**config.mk**
```make
export PLATFORM = sky130hd
export DESIGN_NAME = serial_frame_deserializer
export DESIGN_NICKNAME = d
export VERILOG_FILES = /design/src/rtl/serial_frame_pkg.sv /design/src/rtl/frame_bit_counter.sv /design/src/rtl/serial_frame_deserializer.sv
export SDC_FILE = /design/constraint.sdc
export NUM_CORES = 1
export LEC_CHECK = 0
export CORE_AREA = 3 3 40 42
export CTS_CLUSTER_SIZE = 16
export DETAILED_ROUTE_END_ITERATION = 8
export DIE_AREA = 0 0 43 45
export GPL_TIMING_DRIVEN = 0
export HOLD_SLACK_MARGIN = 0.1
export PLACE_DENSITY = 0.69
export SLEW_MARGIN = 20
export SYNTH_ARGS = -nofsm -noshare
export SYNTH_HDL_FRONTEND = slang
export SYNTH_SLANG_ARGS = --single-unit
```
**constraint.sdc**
```tcl
create_clock -name C -period 1.5 [get_ports C]
set_input_delay 0.3 -clock C [delete_from_list [all_inputs] [get_ports C]]
set_output_delay 0.3 -clock C [all_outputs]
set_load 0.01 [all_outputs]
```
**src/rtl/serial_frame_pkg.sv**
```systemverilog
// Shared types and defaults for the serial frame deserializer.
package serial_frame_pkg;

  typedef enum logic [1:0] {
    ST_HUNT = 2'd0,
    ST_DATA = 2'd1,
    ST_PAR  = 2'd2
  } state_t;

  localparam int                    DEF_W      = 4;
  localparam int                    DEF_SYNC_W = 4;
  localparam logic [DEF_SYNC_W-1:0] DEF_SYNC   = 4'b1011;

endpackage

```
**src/rtl/frame_bit_counter.sv**
```systemverilog
// Data-bit counter for one frame: synchronous clear, increment on enable,
// saturating at W-1 where the terminal-count flag is raised.
module frame_bit_counter
  import serial_frame_pkg::*;
#(
  parameter int W = DEF_W
) (
  input  logic clk,
  input  logic clr,
  input  logic inc,
  output logic tc
);

  localparam int CW = $clog2(W);

  logic [CW-1:0] cnt;

  always_ff @(posedge clk) begin
    if (clr)
      cnt <= '0;
    else if (inc && !tc)
      cnt <= cnt + CW'(1);
  end

  assign tc = (cnt == CW'(W - 1));

endmodule

```
**src/rtl/serial_frame_deserializer.sv**
```systemverilog
// Hunts for a sync pattern on SI, then assembles the next W bits MSB first into Q.
// Optional even-parity check on a trailing bit is enabled by defining PARITY_CHECK_EN.
module serial_frame_deserializer
  import serial_frame_pkg::*;
#(
  parameter int                W      = DEF_W,
  parameter int                SYNC_W = DEF_SYNC_W,
  parameter logic [SYNC_W-1:0] SYNC   = DEF_SYNC
) (
  input  logic         C,
  input  logic         R,
  input  logic         EN,
  input  logic         SI,
  output logic [W-1:0] Q,
  output logic         V,
  output logic         LOCK,
  output logic         ERR
);

  state_t            state, state_nxt;
  logic [SYNC_W-1:0] win, win_nxt;
  logic [W-1:0]      word, word_nxt;
  logic [W-1:0]      q_nxt;
  logic              v_nxt;
  logic              cnt_clr, cnt_inc, cnt_tc;
`ifdef PARITY_CHECK_EN
  logic              err_q, err_nxt;
`endif

  // Counter sits at zero for the whole hunt, so every frame starts from a clean count.
  assign cnt_clr = R || (state == ST_HUNT);
  assign cnt_inc = EN && (state == ST_DATA);

  frame_bit_counter #(.W(W)) u_cnt (
    .clk (C),
    .clr (cnt_clr),
    .inc (cnt_inc),
    .tc  (cnt_tc)
  );

  always_comb begin
    // NOTE: every signal written here gets a default first, so no latch is inferred.
    state_nxt = state;
    win_nxt   = win;
    word_nxt  = word;
    q_nxt     = Q;
    v_nxt     = 1'b0;
`ifdef PARITY_CHECK_EN
    err_nxt   = 1'b0;
`endif
    if (EN) begin
      case (state)
        ST_HUNT: begin
          win_nxt = {win[SYNC_W-2:0], SI};
          if (win_nxt == SYNC)
            state_nxt = ST_DATA;
        end
        ST_DATA: begin
          word_nxt = {word[W-2:0], SI};
          if (cnt_tc) begin
`ifdef PARITY_CHECK_EN
            state_nxt = ST_PAR;
`else
            q_nxt     = word_nxt;
            v_nxt     = 1'b1;
            state_nxt = ST_HUNT;
            win_nxt   = '0;
`endif
          end
        end
`ifdef PARITY_CHECK_EN
        ST_PAR: begin
          // Even parity: the data ones plus the parity bit must total an even count.
          if ((^word) == SI) begin
            q_nxt = word;
            v_nxt = 1'b1;
          end else begin
            err_nxt = 1'b1;
          end
          state_nxt = ST_HUNT;
          win_nxt   = '0;
        end
`endif
        default: begin
          state_nxt = ST_HUNT;
          win_nxt   = '0;
        end
      endcase
    end
  end

  always_ff @(posedge C) begin
    // NOTE: sequential state uses non-blocking assignments only.
    if (R) begin
      state <= ST_HUNT;
      win   <= '0;
      word  <= '0;
      Q     <= '0;
      V     <= 1'b0;
`ifdef PARITY_CHECK_EN
      err_q <= 1'b0;
`endif
    end else begin
      state <= state_nxt;
      win   <= win_nxt;
      word  <= word_nxt;
      Q     <= q_nxt;
      V     <= v_nxt;
`ifdef PARITY_CHECK_EN
      err_q <= err_nxt;
`endif
    end
  end

  assign LOCK = (state != ST_HUNT);

`ifdef PARITY_CHECK_EN
  assign ERR = err_q;
`else
  assign ERR = 1'b0;
`endif

endmodule

```
==> flow_metrics.env <==
export IMPL_synth_area_per_cell_um2=9.24
export IMPL_use_met3=0.0239
export IMPL_ios=11
export IMPL_via_count=454
export IMPL_grt_use_met1=0.134
export IMPL_cts_resized=0
export IMPL_ys_warn_count=0
export IMPL_portBuffers=8
export IMPL_synthSimpleGateAreaFrac=0.202
export IMPL_maxSlewViolCount=0
export IMPL_arrival_ns=1.15
export IMPL_holdPathEnd="word[1]"
export IMPL_antenna_cells=0
export IMPL_critPathKind="flip-flop to output pin"
export IMPL_path_buf_inv=1
export IMPL_critical_path_max_stage_delay_ns=0.53
export IMPL_grt_usage=0.121
export IMPL_synth_seq_cells=14
export IMPL_yosys_mux_area_fraction=0.0860
export IMPL_synth_adder_area_share=0.0430
export IMPL_fin_nets=82
export IMPL_p_leak_uw=0.000314
export IMPL_clock_path_buffers=2
export IMPL_rr_startpoint="u_cnt.cnt[0]"
export IMPL_antenna_found_initial=0
export IMPL_initial_core_util=0.453
export IMPL_grt_pass1_wl_mm=1.72
export IMPL_vdd_drop_max_mv=0.467
export IMPL_cts_tree="done"
export IMPL_coreArea_um2=1280
export IMPL_cts_buffers=3
export IMPL_yosysSeqAreaShare=0.482
export IMPL_clk_root_buffer_cell="clkbuf_4"
export IMPL_p_per_area_nw_per_um2=949
export IMPL_synthFlopType="dfxtp_1"
export IMPL_grt_max_degree=11
export IMPL_worstPathMaxFanout=2
export IMPL_async_reset_ff_frac=0
export IMPL_final_setup_skew_ns=0.00176
export IMPL_timing_fmax_mhz=689
export IMPL_dieHeight_um=45
export IMPL_synthTopCellsByArea="dfxtp_1 48%, mux2i_1 8.6%, nand2_1 5.2%"
export IMPL_final_setup_tns_ns=0
export IMPL_synth_xor_area_frac=0.0151
export IMPL_finalCritPeriodShare=0.967
export IMPL_place_gp_congestion=0.717
export IMPL_syn_area_um2=582
export IMPL_drive_gt1_frac=0.0933
export IMPL_drt_drc_violations_left=0
export IMPL_start_kind="flip-flop"
export IMPL_timing_hold_ws_ns=0.308
export IMPL_synth_top_family_by_area="simple AND/OR/NAND/NOR gates"
export IMPL_reg2reg_depth=4
export IMPL_rsz0062_at_grt="no"
export IMPL_dieArea_um2=1940
export IMPL_wl_per_cell_um=11.9
export IMPL_hold_buffers=0
export IMPL_ff2ff_setup_slack_ns=0.19
export IMPL_clk_pin_slew_ns=0.08
export IMPL_synth_compound_area_frac=0.0882
export IMPL_timing_hold_worst_class="input pin to flip-flop"
export IMPL_min_period_ns=1.45
export IMPL_final_antenna_net_count=0
export IMPL_h_tree_depth=1
export IMPL_first_global_vias=424
export IMPL_synth_distinct_cells=21
export IMPL_status="complete, no violations"
export IMPL_syn_inst=63
export IMPL_drv_cap=0
export IMPL_yosys_cell_count_top_type="dfxtp_1"
export IMPL_gr_max_usage_layer="met2"
export IMPL_crit_family="buffers and inverters"
export IMPL_dp_hpwl_um=712
export IMPL_endpoint_kind="output pin"
export IMPL_grt_remaining_overflow=0
export IMPL_post_cts_setup_buffers=0
export IMPL_synth_top_cells_by_count="14 x dfxtp_1, 8 x nand2_1, 6 x nor2_1, 5 x mux2i_1"
export IMPL_use_met2=0.213
export IMPL_first_iter_violations=11
export IMPL_rows=13
export IMPL_fillers=125
export IMPL_viasPerCell=5.04
export IMPL_timing_rr_end="win[1]"
export IMPL_setup_viol=0
export IMPL_area_growth_pct=23.7
export IMPL_clock_sinks=14
export IMPL_hold_viol=0
export IMPL_synth_edf_count=0
export IMPL_path_cells="clkdlybuf4s50_1"
export IMPL_yosysTopAreaCell="dfxtp_1"
export IMPL_die_w_um=43
export IMPL_first_pass_iters=5
export IMPL_worstPathRequired_ns=1.20
export IMPL_routed_wl_mm=1.07
export IMPL_syn_nets=69
export IMPL_synth_top_cell_area_share=0.482
export IMPL_hp_start="EN"
export IMPL_clock_latency_ns=0.28
export IMPL_hold_path_depth=3
export IMPL_crit_slowest_cell="clkdlybuf4s50_1"
-- worst max path at each step --
stage	from	end	slack, ns	cells past startpoint
after global placement	R	win[2]	0.02	3
after global routing	Q[3]	Q[3]	0.007	1
after detailed placement	SI	state[0]	0.01	4
after floorplan	state[0]	state[0]	0.35	3
after CTS	state[0]	LOCK	0.009	1
final	Q[1]	Q[1]	0.05	1
-- cells by family after synthesis --
| kind of cell | count (synthesis) |
|---|---|
| buffers and inverters | 7 |
| multiplexers | 5 |
| adder cells (fa/ha/maj) | 2 |
| other | 1 |
| flip-flops | 14 |
| XOR/XNOR | 1 |
| AO/OA/AOI/OAI | 8 |
| AND/OR/NAND/NOR | 25 |
-- where the power goes --
| part | leakage [µW] | internal, µW | total [µW] | switching [µW] |
|---|---|---|---|---|
| sequential | 0.000113 | 374 | 376 | 1.76 |
| clock | 0.0000210 | 148 | 271 | 124 |
| combinational | 0.000180 | 16.9 | 35.6 | 18.7 |
| total | 0.000314 | 539 | 683 | 144 |
-- cell usage in the layout (no fill, tap or decap), types with 2 or more instances in the layout --
master           synthesis  final
nand2b_1                 3      3
o32ai_1                  2      2
mux2i_1                  5      5
buf_6                    2      2
clkdlybuf4s50_1          0      7
dfxtp_1                 14     14
nand2_1                  8      8
nor2_1                   6      6
a21oi_1                  4      4
ha_1                     2      2
nand3_1                  4      4
clkbuf_4                 0      3
inv_1                    3      3
-- metrics by stage --
stage               total power (µW)  std cells   util  setup slack, ns  cell area, µm²
CTS                              692         90  0.558          0.00941             717
global placement                 419         86  0.530           0.0228             681
finish                           683         90  0.560           0.0492             719
detailed placement               419         86  0.530           0.0103             681
global route                     704         90  0.560          0.00665             719
floorplan                        407         63      -            0.353             582
-- layout make-up --
cell class,instances,area (µm²),share of cell area
Timing Repair Buffer,8,82.6,0.115
Sequential cell,14,280,0.390
Clock buffer,4,36.3,0.0504
Multi-Input combinational cell,42,256,0.357
Tap cell,15,18.8,0.0261
Inverter,3,11.3,0.0157
Buffer,4,33.8,0.0470
-- per-layer routing --
| metal | routed length [µm] | vias to the layer above |
|---|---|---|
| met5 | 0 | - |
| li1 | - | 231 |
| met2 | 475 | 16 |
| met3 | 59 | 6 |
| met1 | 506 | 201 |
| met4 | 29 | 0 |
-- state kept, by name, summed over array words and instances (netlist names) --
register   cells
Q              4
V              1
state          1
u_cnt.cnt      2
win            3
word           3
(Power assumes the default switching activity.)
